[config.mk]
export PLATFORM = sky130hd
export DESIGN_NAME = seg_display_scheduler
export DESIGN_NICKNAME = d
export VERILOG_FILES = /design/src/rtl/seg_display_scheduler.sv
export SDC_FILE = /design/constraint.sdc
export NUM_CORES = 1
export LEC_CHECK = 0
export CAP_MARGIN = 0
export CORE_UTILIZATION = 50
export CTS_CLUSTER_SIZE = 30
export DETAILED_ROUTE_END_ITERATION = 10
export GPL_ROUTABILITY_DRIVEN = 0
export PLACE_DENSITY = 0.83
export SLEW_MARGIN = 20
export SYNTH_ARGS = -nofsm -noshare
export SYNTH_HDL_FRONTEND = slang
export SYNTH_SLANG_ARGS = --single-unit
export TNS_END_PERCENT = 30
[constraint.sdc]
create_clock -name i_clk -period 2.68 [get_ports i_clk]
set_clock_uncertainty 0.2 [all_clocks]
set_input_delay 0.536 -clock i_clk [delete_from_list [all_inputs] [get_ports i_clk]]
set_output_delay 0.536 -clock i_clk [all_outputs]
set_load 0.05 [all_outputs]
[src/rtl/seg_display_scheduler.sv]
// Time-shares a two-digit decimal readout between cursor X, cursor Y and colour,
// with a one-shot flash override that pre-empts the rotation for a fixed hold.
module seg_display_scheduler #(
   parameter int DWELL      = 25_000_000,
   parameter int FLASH_HOLD = 50_000_000
) (
   input  logic       i_clk,
   input  logic       i_reset,
   input  logic [5:0] i_x_pos,
   input  logic [5:0] i_y_pos,
   input  logic [5:0] i_color,
   input  logic       i_freeze,
   input  logic       i_req_flash,
   input  logic [5:0] i_flash_val,
   output logic [5:0] o_disp_value,
   output logic [1:0] o_disp_sel,
   output logic       o_disp_blank
);

   localparam int DW = $clog2(DWELL);
   localparam int HW = (FLASH_HOLD > 1) ? $clog2(FLASH_HOLD) : 1;
   localparam logic [DW-1:0] DWELL_LAST = DW'(DWELL - 1);
   localparam logic [HW-1:0] HOLD_LAST  = HW'(FLASH_HOLD - 1);

   typedef enum logic {ST_ROTATE, ST_FLASH} state_t;

   state_t          r_state, w_state;
   logic [1:0]      r_slot, w_slot;
   logic [DW-1:0]   r_dwell_cnt, w_dwell_cnt;
   logic [HW-1:0]   r_hold_cnt, w_hold_cnt;
   logic [5:0]      r_flash_reg, w_flash_reg;
   logic [5:0]      r_disp_value, w_disp_value;
   logic [1:0]      r_disp_sel, w_disp_sel;
   logic            r_disp_blank;
   logic [5:0]      w_src;

   always_comb begin
      case (r_slot)
         2'd0:    w_src = i_x_pos;
         2'd1:    w_src = i_y_pos;
         default: w_src = i_color;
      endcase
   end

   always_comb begin
      w_state      = r_state;
      w_slot       = r_slot;
      w_dwell_cnt  = r_dwell_cnt;
      w_hold_cnt   = r_hold_cnt;
      w_flash_reg  = r_flash_reg;
      w_disp_value = r_disp_value;
      w_disp_sel   = r_disp_sel;
      if (i_req_flash) begin
         // A new request always wins, whether rotating or already flashing.
         w_state      = ST_FLASH;
         w_flash_reg  = i_flash_val;
         w_hold_cnt   = '0;
         w_disp_value = i_flash_val;
         w_disp_sel   = 2'd3;
      end else begin
         case (r_state)
            ST_ROTATE: begin
               w_disp_value = w_src;
               w_disp_sel   = r_slot;
               if (!i_freeze) begin
                  if (r_dwell_cnt == DWELL_LAST) begin
                     w_dwell_cnt = '0;
                     w_slot      = (r_slot == 2'd2) ? 2'd0 : r_slot + 2'd1;
                  end else begin
                     w_dwell_cnt = r_dwell_cnt + DW'(1);
                  end
               end
            end
            default: begin
               if (r_hold_cnt == HOLD_LAST) begin
                  // The expiry cycle already loads the resumed slot, so it counts
                  // as dwell step 0; the slot is then visible for a full DWELL.
                  w_state      = ST_ROTATE;
                  w_dwell_cnt  = DW'(1);
                  w_disp_value = w_src;
                  w_disp_sel   = r_slot;
               end else begin
                  w_hold_cnt   = r_hold_cnt + HW'(1);
                  w_disp_value = r_flash_reg;
                  w_disp_sel   = 2'd3;
               end
            end
         endcase
      end
   end

   always_ff @(posedge i_clk) begin
      if (i_reset) begin
         r_state      <= ST_ROTATE;
         r_slot       <= 2'd0;
         r_dwell_cnt  <= '0;
         r_hold_cnt   <= '0;
         r_flash_reg  <= '0;
         r_disp_value <= '0;
         r_disp_sel   <= 2'd0;
         r_disp_blank <= 1'b1;
      end else begin
         r_state      <= w_state;
         r_slot       <= w_slot;
         r_dwell_cnt  <= w_dwell_cnt;
         r_hold_cnt   <= w_hold_cnt;
         r_flash_reg  <= w_flash_reg;
         r_disp_value <= w_disp_value;
         r_disp_sel   <= w_disp_sel;
         r_disp_blank <= 1'b0;
      end
   end

   assign o_disp_value = r_disp_value;
   assign o_disp_sel   = r_disp_sel;
   assign o_disp_blank = r_disp_blank;

endmodule

==> impl_table.tex, run 1 <==
\begin{tabular}{lr}
\hline
Metric & Value \\
\hline
\multicolumn{2}{l}{\textbf{Clock tree}} \\
\quad Cts hold-fix bufs & 0 \\
\quad Count of cells resized by post-cts repair & 0 \\
\quad Clock transition time at the flip-flop clock pins of the worst setup and hold paths & 0.07 ns \\
\quad Number of sinks driven by the clock tree & 69 \\
\quad Post-CTS setup repair buffer count & 0 \\
\quad Insertion delay of the later-clocked pin in the worst-skew pair & 0.36 ns \\
\quad Clock buffer count from CTS & 9 \\
\quad Clock tree root driver cell & clkbuf\_8 \\
\quad Bufs on Longest Clock Path & 2 \\
\quad CTS tree & yes \\
\quad Count of H-tree levels built during CTS & 3 \\
\multicolumn{2}{l}{\textbf{Setup path}} \\
\quad Largest delay contributor family on the critical path & simple AND/OR/NAND/NOR gates \\
\quad Element type at the critical path end & flop \\
\quad Cell with the biggest individual delay on the critical path & clkdlybuf4s50\_1 \\
\quad Cells along the critical path & clkdlybuf4s50\_1 -> or4\_1 -> or3\_1 -> o211a\_1 -> buf\_4 -> a21oi\_1 -> o21ai\_0 \\
\quad Number of buffer and inverter stages on the critical path & 2 \\
\quad Largest fanout on the critical path & 11 \\
\quad WP data required & 2.71 ns \\
\quad Largest incremental delay on the critical path & 0.45 ns \\
\quad CP Data Arrival Time & 2.54 ns \\
\quad Start-to-end type of the worst setup path & primary input to flop \\
\quad Startpoint type of the worst setup path & primary input \\
\quad R2R setup slack & 0.25 ns \\
\multicolumn{2}{l}{\textbf{Timing}} \\
\quad Final worst-path cycle share & 93.79\% \\
\quad Final-report hold violation count & 0 \\
\quad Relative max-transition margin & 62.69\% \\
\quad Setup repair after global routing missed its margin & false \\
\quad Slew at the pin with the worst max-slew slack & 0.5554 ns \\
\quad Final hold slack & 0.2835 ns \\
\quad Endpoints failing setup & 0 \\
\quad Max Clk Rate & 397.9 MHz \\
\quad Fin crit period & 2.513 ns \\
\quad Max Transition Viols Final & 0 \\
\multicolumn{2}{l}{\textbf{Synthesis}} \\
\quad Yosys cell types & 52 \\
\quad Register bit total from synthesis & 69 \\
\quad Syn\_nets & 475 \\
\quad Area share of the leading cell type in the synthesized netlist & 38.43\% \\
\quad Top cell type by total area after synthesis & dfxtp\_1 \\
\quad Total of warnings raised by yosys & 0 \\
\quad Netlist Area Pre-Place & 3595 um\^{}2 \\
\quad Most instantiated cells after synthesis & dfxtp\_1 (69), nor2\_1 (43), nand2\_1 (38), a21oi\_1 (31), nand3\_1 (30) \\
\quad Flip-flop cell with the highest count after synthesis & dfxtp\_1 \\
\quad Mapped Avg Cell Area & 8.078 um\^{}2 \\
\quad Number of enable-type register cells in the synthesized netlist & 0 \\
\quad Share of synthesized flip-flops with an asynchronous set or reset & 0\% \\
\quad Seq/Total Area, Yosys & 38.43\% \\
\quad Top cells by area in the synthesized netlist & dfxtp\_1 (38\%), mux2i\_1 (5.6\%), nor2\_1 (4.5\%) \\
\quad Most instantiated library cell after synthesis & dfxtp\_1 \\
\quad Gate count after technology mapping & 445 \\
\multicolumn{2}{l}{\textbf{Layout}} \\
\quad ANT cells & 0 \\
\quad Largest register by flop count & r\_hold\_cnt \\
\quad Regs by FF count & r\_hold\_cnt: 26 flops, r\_dwell\_cnt: 25 flops \\
\quad Layout overhead on the synthesized area & 20.64\% \\
\quad Share of layout cells above drive strength 1 & 8.180\% \\
\quad Number of flip-flops in the largest register & 26 \\
\quad Final Instance Count excl. Fillers & 585 \\
\quad Number of fill cells in the layout & 599 \\
\quad Final nets & 514 \\
\multicolumn{2}{l}{\textbf{Power}} \\
\quad Pwr/cell area & 532.3 nW/um\^{}2 \\
\quad P\_leak & 1.505 nW \\
\quad Sw frac & 23.60\% \\
\quad Proportion of power drawn by the clock network & 44.1\% \\
\quad Cell internal power dissipation & 1.764 mW \\
\quad Seq pwr share & 45.7\% \\
\quad Switching power & 0.5448 mW \\
\quad Worst-case vdd ir drop & 0.2098 mV \\
\quad Part of the power in combinational logic & 10.2\% \\
\multicolumn{2}{l}{\textbf{GRT}} \\
\quad Via count of the first global-routing pass & 3,296 \\
\quad Initial antenna violation count & 0 \\
\quad Combined global-route utilization of all metal layers & 25.69\% \\
\quad Largest net degree at the start of global routing & 32 \\
\quad Global-route wire length before repair & 15.13 mm \\
\quad Sum of overflow across all layers after global routing & 0 \\
\multicolumn{2}{l}{\textbf{Routing}} \\
\quad Iter 0 DRT Violations & 311 \\
\quad Aggregate routed wire length & 9.415 mm \\
\quad Via count & 3,605 \\
\quad Count of nets left with antenna violations after detail routing & 0 \\
\quad Wire length per cell after detailed routing & 16.09 um \\
\quad DR pass1 iterations & 6 \\
\quad Number of remaining DRC errors & 0 \\
\quad Via count normalized by instance count & 6.162 \\
\multicolumn{2}{l}{\textbf{Placement}} \\
\quad Placed instance count & 569 \\
\quad Port Buf Inserts & 36 \\
\quad Detailed Place HPWL & 6.351 mm \\
\multicolumn{2}{l}{\textbf{Floorplanning}} \\
\quad Die area & 7533 um\^{}2 \\
\quad Number of placement rows & 30 \\
\quad DIE HEIGHT & 86.79 um \\
\quad IO Count & 37 \\
\quad Initial core utilization & 52.33\% \\
\quad Width of the die & 86.79 um \\
\quad Core region area & 6869 um\^{}2 \\
\multicolumn{2}{l}{\textbf{Status}} \\
\quad Run status & complete, no violations \\
\multicolumn{2}{l}{\textbf{Hold path}} \\
\quad Min-delay worst type & flop to flop \\
\multicolumn{2}{l}{\textbf{Flow run}} \\
\quad Reported max-cap violation count & 0 \\
\hline
\end{tabular}
-- power groups by stage --
stage	sequential [mW]	combinational, mW	clock [mW]
4_1_cts	1.05	0.235	1.03
3_5_place_dp	1.08	0.233	0
2_1_floorplan	1.11	0.102	0
5_1_grt	1.06	0.252	1.07
6_report	1.05	0.236	1.02
3_3_place_gp	1.08	0.227	0
-- per-stage QoR --
stage / util (%) / setup WS (ns) / setup TNS [ns] / total power [mW] / instance area [um^2]
2_1_floorplan: - / 0.3860 / 0 / 1.210 / 3595
3_3_place_gp: 59.65 / -0.1165 / -1.833 / 1.303 / 4098
3_5_place_dp: 59.65 / -0.1597 / -2.543 / 1.310 / 4098
4_1_cts: 63.13 / 0.1746 / 0 / 2.316 / 4337
5_1_grt: 63.13 / 0.06599 / 0 / 2.379 / 4337
6_report: 63.13 / 0.1665 / 0 / 2.309 / 4337
-- layout make-up --
type	instances	area [um^2]	share of cell area (%)
clock buffer	10	127.6	2.943
clock inverter	6	111.4	2.568
inverter	18	67.56	1.558
multi-input combinational	333	2041	47.06
sequential	69	1381	31.85
tap	96	120.1	2.770
timing repair buffer	53	488.0	11.25
-- metal layers --
metal  GRT usage, %  vias up  wire length, um
met5              0        -                0
met4          14.39        0              264
met3          6.286       36              623
met2          42.23      156             4488
li1               -     1725                -
met1          30.66     1688             4038
-- worst paths after layout --
kind | end | startpoint | cells past startpoint
max | r_dwell_cnt[15] | i_req_flash | 7
min | r_hold_cnt[1] | r_hold_cnt[1] | 2
max reg2reg | r_dwell_cnt[24] | r_dwell_cnt[8] | 5
min reg2reg | r_hold_cnt[1] | r_hold_cnt[1] | 2
-- logic make-up after synthesis --
kind of cell               after synthesis  share of synthesized area [%]
xor gates and xnor gates                 9                          2.193
and+or+nand+nor                        199                          29.17
AOI/OAI and AO/OA                      103                          19.14
adders and majority gates                2                         0.6960
DFF                                     69                          38.43
muxes                                   20                          5.569
buffers and inverters                   43                          4.803
-- worst min-delay path: stages, from the launching register on --
cell and delay, ns:
dfxtp_1 0.33, nand2_1 0.06, a21oi_1 0.05
-- layout by cell type, fill, tap and decap left out, types with 4 or more instances in the layout --
cell type and count:
dfxtp_1 69, nor2_1 43, nand2_1 38, clkdlybuf4s50_1 36, a21oi_1 31, nand3_1 30, o21ai_0 21, mux2i_1 20
inv_1 18, buf_4 17, nand4_1 16, or3_1 16, or4_1 12, clkbuf_8 9, and3_1 8, xnor2_1 8
nor3_1 7, nor4_1 7, a221oi_1 6, a22o_1 6, and4_1 5, a21o_1 4, o211ai_1 4
(Power assumes the default switching activity.)
==> run 2: changes to the inputs <==
Settings changed: CELL_PAD_IN_SITES_DETAIL_PLACEMENT set to 1, CELL_PAD_IN_SITES_GLOBAL_PLACEMENT set to 2, CORE_UTILIZATION 50 to 34, PLACE_DENSITY 0.83 to 0.91.
==> run 2 against run 1 <==
Compared with the run above:
- via count is 1.2% lower
- worst hold slack lost 0.0081 ns
- fmax down 0.37%
- flip-flop and latch count did not move
- die area increased by 46%
- design area rose by 1.8%
- global-route usage fell by 5.7 points
- clock-buffer cell count up 1
- sequential share of layout area shrank 0.56 points
- core utilization fell by 20 points
- highest routed layer unchanged
==> impl_table.tex, run 2 (synthesis gave the netlist of run 1 again) <==
\begin{tabular}{lr}
\hline
Metric & Value \\
\hline
\multicolumn{2}{l}{\textbf{Routing}} \\
\quad Iter 0 DRT Violations & 175 \\
\quad Aggregate routed wire length & 10.39 mm \\
\quad Via count normalized by instance count & 5.636 \\
\quad Via count & 3,562 \\
\quad Wire length per cell after detailed routing & 16.43 um \\
\quad Number of remaining DRC errors & 0 \\
\quad DR pass1 iterations & 4 \\
\quad Count of nets left with antenna violations after detail routing & 0 \\
\multicolumn{2}{l}{\textbf{Setup path}} \\
\quad Cell with the biggest individual delay on the critical path & clkdlybuf4s50\_1 \\
\quad CP Data Arrival Time & 2.58 ns \\
\quad Largest fanout on the critical path & 11 \\
\quad Largest delay contributor family on the critical path & simple AND/OR/NAND/NOR gates \\
\quad Largest incremental delay on the critical path & 0.43 ns \\
\quad Cells along the critical path & clkdlybuf4s50\_1 -> or4\_1 -> or3\_1 -> o211a\_1 -> buf\_4 -> a21oi\_1 -> o21ai\_0 \\
\quad Number of buffer and inverter stages on the critical path & 2 \\
\quad Number of gates on the worst path with buffers counted & 7 \\
\quad Worst setup path endpoint & r\_dwell\_cnt[21] \\
\quad FF-to-FF path depth & 5 \\
\quad WP data required & 2.74 ns \\
\quad R2R setup slack & 0.19 ns \\
\quad Startpoint type of the worst setup path & primary input \\
\quad Element type at the critical path end & flop \\
\quad Start-to-end type of the worst setup path & primary input to flop \\
\quad End of the worst register-to-register path & r\_dwell\_cnt[24] \\
\quad Worst Setup SP & i\_req\_flash \\
\quad FF-to-FF Start & r\_dwell\_cnt[8] \\
\multicolumn{2}{l}{\textbf{Timing}} \\
\quad Setup repair after global routing missed its margin & false \\
\quad Fin crit period & 2.523 ns \\
\quad Final worst-path cycle share & 94.13\% \\
\quad Endpoints failing setup & 0 \\
\quad Relative max-transition margin & 58.99\% \\
\quad Slew at the pin with the worst max-slew slack & 0.6101 ns \\
\quad Final-report hold violation count & 0 \\
\quad Max Transition Viols Final & 0 \\
\quad Max Clk Rate & 396.4 MHz \\
\multicolumn{2}{l}{\textbf{GRT}} \\
\quad Initial antenna violation count & 0 \\
\quad Sum of overflow across all layers after global routing & 0 \\
\quad Global-route wire length before repair & 17.60 mm \\
\quad Combined global-route utilization of all metal layers & 20.00\% \\
\quad Largest net degree at the start of global routing & 32 \\
\quad Via count of the first global-routing pass & 3,660 \\
\multicolumn{2}{l}{\textbf{Layout}} \\
\quad Share of layout cells above drive strength 1 & 9.476\% \\
\quad Regs by FF count & r\_hold\_cnt: 26 flops, r\_dwell\_cnt: 25 flops \\
\quad Number of flip-flops in the largest register & 26 \\
\quad Largest register by flop count & r\_hold\_cnt \\
\quad Leading cell type in the layout, fill and taps excluded & dfxtp\_1 \\
\quad Core utilization of the finished layout & 42.95\% \\
\quad ANT cells & 0 \\
\quad Final nets & 521 \\
\quad Layout overhead on the synthesized area & 22.80\% \\
\quad Commonest cells after routing, fill and taps aside & dfxtp\_1 (69), nor2\_1 (43), nand2\_1 (38) \\
\quad Finished layout cell area & 4414 um\^{}2 \\
\multicolumn{2}{l}{\textbf{Clock tree}} \\
\quad Bufs on Longest Clock Path & 2 \\
\quad Clock tree root driver cell & clkbuf\_8 \\
\quad CTS tree & yes \\
\quad Clock buffer count from CTS & 9 \\
\quad Cts hold-fix bufs & 0 \\
\quad Count of cells resized by post-cts repair & 0 \\
\quad Number of sinks driven by the clock tree & 69 \\
\quad Count of H-tree levels built during CTS & 3 \\
\quad Insertion delay of the later-clocked pin in the worst-skew pair & 0.37 ns \\
\quad Clock transition time at the flip-flop clock pins of the worst setup and hold paths & 0.09 ns \\
\quad Post-CTS setup repair buffer count & 0 \\
\multicolumn{2}{l}{\textbf{Floorplanning}} \\
\quad Die area & 10,990 um\^{}2 \\
\quad Width of the die & 104.8 um \\
\quad Core region area & 10,280 um\^{}2 \\
\quad Initial core utilization & 34.98\% \\
\quad Number of placement rows & 37 \\
\quad IO Count & 37 \\
\quad DIE HEIGHT & 104.8 um \\
\multicolumn{2}{l}{\textbf{Placement}} \\
\quad Port Buf Inserts & 36 \\
\quad Placed Instance Area & 4213 um\^{}2 \\
\quad Detailed Place HPWL & 7.440 mm \\
\multicolumn{2}{l}{\textbf{Power}} \\
\quad Proportion of power drawn by the clock network & 40.7\% \\
\quad Cell internal power dissipation & 1.610 mW \\
\quad P\_leak & 1.530 nW \\
\quad Worst-case vdd ir drop & 0.2281 mV \\
\quad Pwr/cell area & 497.4 nW/um\^{}2 \\
\quad Part of the power in combinational logic & 11.4\% \\
\quad Sw frac & 26.66\% \\
\quad Switching power & 0.5853 mW \\
\quad Seq pwr share & 47.9\% \\
\multicolumn{2}{l}{\textbf{Status}} \\
\quad Run status & complete, no violations \\
\multicolumn{2}{l}{\textbf{Hold path}} \\
\quad Min-delay worst type & flop to flop \\
\multicolumn{2}{l}{\textbf{Flow run}} \\
\quad Reported max-cap violation count & 0 \\
\hline
\end{tabular}
## run 2: area by class of cell
class	instances	area (um^2)
clock inverter	5	60.06
timing repair buffer	60	553.0
tap	136	170.2
fill	1241	5863
sequential	69	1381
clock buffer	11	141.4
inverter	18	67.56
multi-input combinational	333	2041
## run 2: power groups by stage
stage | Sequential [mW] | Combinational, mW | Clock [mW]
2_1_floorplan | 1.11 | 0.102 | 0
3_3_place_gp | 1.07 | 0.246 | 0
3_5_place_dp | 1.08 | 0.250 | 0
4_1_cts | 1.05 | 0.251 | 0.909
5_1_grt | 1.05 | 0.269 | 0.958
6_report | 1.05 | 0.250 | 0.894
## run 2: worst min-delay path by stage
stage,start,end,cells past startpoint
after CTS,r_hold_cnt[25],r_hold_cnt[25],2
after floorplan,r_hold_cnt[25],r_hold_cnt[25],2
after global placement,r_hold_cnt[25],r_hold_cnt[25],2
final,r_hold_cnt[25],r_hold_cnt[25],2
after global routing,r_hold_cnt[25],r_hold_cnt[25],2
after detailed placement,r_hold_cnt[25],r_hold_cnt[25],2
## run 2: worst min-delay path, cell delays in order, from the launching register on
cell and delay (ns):
dfxtp_1 0.32, nand2_1 0.06, mux2i_1 0.05
## run 2: per-stage QoR
stage	std cells	setup WS, ns	setup TNS [ns]	power [mW]	hold WS (ns)
final	632	0.1572	0	2.196	0.2754
after global placement	616	-0.2100	-2.923	1.321	0.2546
after CTS	632	0.1555	0	2.212	0.2747
after global routing	632	0.04529	0	2.281	0.2812
after floorplan	445	0.3860	0	1.210	0.2391
after detailed placement	616	-0.2323	-3.252	1.326	0.2641
## run 2: layer usage
metal | part of all wire [%] | vias up | GRT usage, %
met5 | 0 | - | 0
met2 | 48 | 55 | 33.68
li1 | - | 1736 | -
met4 | 1.3 | 0 | 8.048
met3 | 3.1 | 12 | 4.679
met1 | 47 | 1759 | 24.51
==> run 3: changes to the inputs <==
Settings changed: RECOVER_POWER set to 50.
==> run 3 against run 2 <==
Compared with the run above:
- design area fell by 0.51%
- flip-flop and latch count did not move
- register-to-register slack barely moved
- fmax fell by 1.7%
- cell count did not move
- critical path depth fell by 2
- total power fell by 0.64%
- worst hold slack got worse by 0.0021 ns
- clock power fell by 0.6%
- highest routed layer unchanged
- critical path type unchanged
- critical endpoint is now r_dwell_cnt[9]
- worst setup slack got worse by 0.044 ns
- core utilization fell by 0.22 points
- clock-buffer cell count did not move
==> impl_table.tex, run 3 (synthesis gave the netlist of run 1 again) <==
\begin{tabular}{lr}
\hline
Metric & Value \\
\hline
\multicolumn{2}{l}{\textbf{Setup path}} \\
\quad Start-to-end type of the worst setup path & primary input to flop \\
\quad FF-to-FF path depth & 5 \\
\quad FF-to-FF Start & r\_dwell\_cnt[8] \\
\quad Number of buffer and inverter stages on the critical path & 3 \\
\quad Most prevalent standard cell on the critical path & clkbuf\_1 \\
\quad End of the worst register-to-register path & r\_dwell\_cnt[24] \\
\quad CP Data Arrival Time & 2.61 ns \\
\quad Startpoint type of the worst setup path & primary input \\
\quad Element type at the critical path end & flop \\
\quad Cells along the critical path & dlygate4sd3\_1 -> clkbuf\_1 -> clkbuf\_1 -> nor2b\_1 -> a2bb2oi\_1 \\
\quad WP data required & 2.73 ns \\
\quad Worst Setup SP & i\_reset \\
\quad Number of gates on the worst path with buffers counted & 5 \\
\quad Largest delay contributor family on the critical path & buffers and inverters \\
\quad Cell with the biggest individual delay on the critical path & clkbuf\_1 \\
\quad Largest fanout on the critical path & 19 \\
\quad Worst setup path endpoint & r\_dwell\_cnt[9] \\
\quad Largest incremental delay on the critical path & 0.68 ns \\
\quad R2R setup slack & 0.18 ns \\
\multicolumn{2}{l}{\textbf{Timing}} \\
\quad Final hold slack & 0.2733 ns \\
\quad Final worst-path cycle share & 95.77\% \\
\quad Relative max-transition margin & 44.44\% \\
\quad Min setup slack post-route & 0.1133 ns \\
\quad Endpoints failing setup & 0 \\
\quad Slew at the pin with the worst max-slew slack & 0.8335 ns \\
\quad Fin crit period & 2.567 ns \\
\quad Final-report hold violation count & 0 \\
\quad Max Clk Rate & 389.6 MHz \\
\quad Max Transition Viols Final & 0 \\
\quad Setup repair after global routing missed its margin & false \\
\multicolumn{2}{l}{\textbf{Clock tree}} \\
\quad Count of H-tree levels built during CTS & 3 \\
\quad Bufs on Longest Clock Path & 2 \\
\quad Number of sinks driven by the clock tree & 69 \\
\quad Insertion delay of the later-clocked pin in the worst-skew pair & 0.37 ns \\
\quad Post-CTS setup repair buffer count & 0 \\
\quad Clock transition time at the flip-flop clock pins of the worst setup and hold paths & 0.07 ns \\
\quad Clock tree root driver cell & clkbuf\_8 \\
\quad Cts hold-fix bufs & 0 \\
\quad Clock buffer count from CTS & 9 \\
\quad CTS tree & yes \\
\quad Count of cells resized by post-cts repair & 0 \\
\multicolumn{2}{l}{\textbf{Routing}} \\
\quad Iter 0 DRT Violations & 160 \\
\quad Via count & 3,560 \\
\quad Aggregate routed wire length & 10.41 mm \\
\quad Number of remaining DRC errors & 0 \\
\quad Wire length per cell after detailed routing & 16.47 um \\
\quad DR pass1 iterations & 4 \\
\quad Via count normalized by instance count & 5.633 \\
\quad Count of nets left with antenna violations after detail routing & 0 \\
\multicolumn{2}{l}{\textbf{Layout}} \\
\quad Commonest cells after routing, fill and taps aside & dfxtp\_1 (69), nor2\_1 (43), nand2\_1 (38) \\
\quad Largest register by flop count & r\_hold\_cnt \\
\quad Final Instance Count excl. Fillers & 632 \\
\quad Regs by FF count & r\_hold\_cnt: 26 flops, r\_dwell\_cnt: 25 flops \\
\quad Share of layout cells above drive strength 1 & 9.073\% \\
\quad Final nets & 521 \\
\quad Number of flip-flops in the largest register & 26 \\
\quad Leading cell type in the layout, fill and taps excluded & dfxtp\_1 \\
\quad Layout overhead on the synthesized area & 22.17\% \\
\quad ANT cells & 0 \\
\quad Core utilization of the finished layout & 42.73\% \\
\multicolumn{2}{l}{\textbf{GRT}} \\
\quad Global-route wire length before repair & 17.60 mm \\
\quad Sum of overflow across all layers after global routing & 0 \\
\quad Combined global-route utilization of all metal layers & 20.00\% \\
\quad Largest net degree at the start of global routing & 32 \\
\quad Via count of the first global-routing pass & 3,660 \\
\quad Initial antenna violation count & 0 \\
\multicolumn{2}{l}{\textbf{Floorplanning}} \\
\quad Die area & 10,990 um\^{}2 \\
\quad Width of the die & 104.8 um \\
\quad Initial core utilization & 34.98\% \\
\quad IO Count & 37 \\
\quad Core region area & 10,280 um\^{}2 \\
\quad DIE HEIGHT & 104.8 um \\
\quad Number of placement rows & 37 \\
\multicolumn{2}{l}{\textbf{Flow run}} \\
\quad Reported max-cap violation count & 0 \\
\multicolumn{2}{l}{\textbf{Placement}} \\
\quad Detailed Place HPWL & 7.440 mm \\
\quad Placed instance count & 616 \\
\quad Minimum setup slack after placement & -0.2323 ns \\
\quad Port Buf Inserts & 36 \\
\multicolumn{2}{l}{\textbf{Hold path}} \\
\quad Min-delay worst type & flop to flop \\
\quad Hold path depth & 2 \\
\multicolumn{2}{l}{\textbf{Power}} \\
\quad Pwr/cell area & 496.8 nW/um\^{}2 \\
\quad Cell internal power dissipation & 1.603 mW \\
\quad P\_leak & 1.530 nW \\
\quad Sw frac & 26.54\% \\
\quad Worst-case vdd ir drop & 0.2247 mV \\
\quad Proportion of power drawn by the clock network & 40.8\% \\
\quad Pwr Total & 2.182 mW \\
\quad Switching power & 0.5790 mW \\
\quad Part of the power in combinational logic & 11.1\% \\
\quad Seq pwr share & 48.2\% \\
\multicolumn{2}{l}{\textbf{Status}} \\
\quad Run status & complete, no violations \\
\hline
\end{tabular}
-- run 3: routing by layer --
layer	GRT usage (%)	wire length (um)
met5	0	0
met4	8.048	136
met3	4.679	316
met2	33.68	5001
met1	24.51	4956
-- run 3: worst min path at each step --
stage	start	endpoint	slack, ns
after CTS	r_hold_cnt[25]	r_hold_cnt[25]	0.27
after global routing	r_hold_cnt[25]	r_hold_cnt[25]	0.28
final	r_hold_cnt[25]	r_hold_cnt[25]	0.27
after global placement	r_hold_cnt[25]	r_hold_cnt[25]	0.25
after detailed placement	r_hold_cnt[25]	r_hold_cnt[25]	0.26
after floorplan	r_hold_cnt[25]	r_hold_cnt[25]	0.24
-- run 3: final cells by class --
type                       instances  area, um^2
fill                            1246        5886
multi-input combinational        333        2041
sequential                        69        1381
timing repair buffer              60       530.5
tap                              136       170.2
clock buffer                      11       141.4
inverter                          18       67.56
clock inverter                     5       60.06
-- run 3: stage by stage --
step	instance area (um^2)	TNS, ns
2_1_floorplan	3595	0
3_3_place_gp	4213	-2.923
3_5_place_dp	4213	-3.252
4_1_cts	4414	0
5_1_grt	4392	0
6_report	4392	0
-- run 3: power groups by stage --
stage | combinational (mW) | clock [mW] | sequential, mW
global route | 0.261 | 0.958 | 1.05
floorplan | 0.102 | 0 | 1.11
detailed placement | 0.250 | 0 | 1.08
CTS | 0.251 | 0.909 | 1.05
finish | 0.241 | 0.889 | 1.05
global placement | 0.246 | 0 | 1.07
-- run 3: worst reg2reg max path, stage by stage, from the launching register on --
cell and delay (ns):
dfxtp_1 0.52, nand4_2 0.23, or4_1 0.55, or4_1 0.44, and3_1 0.20, a221o_1 0.26
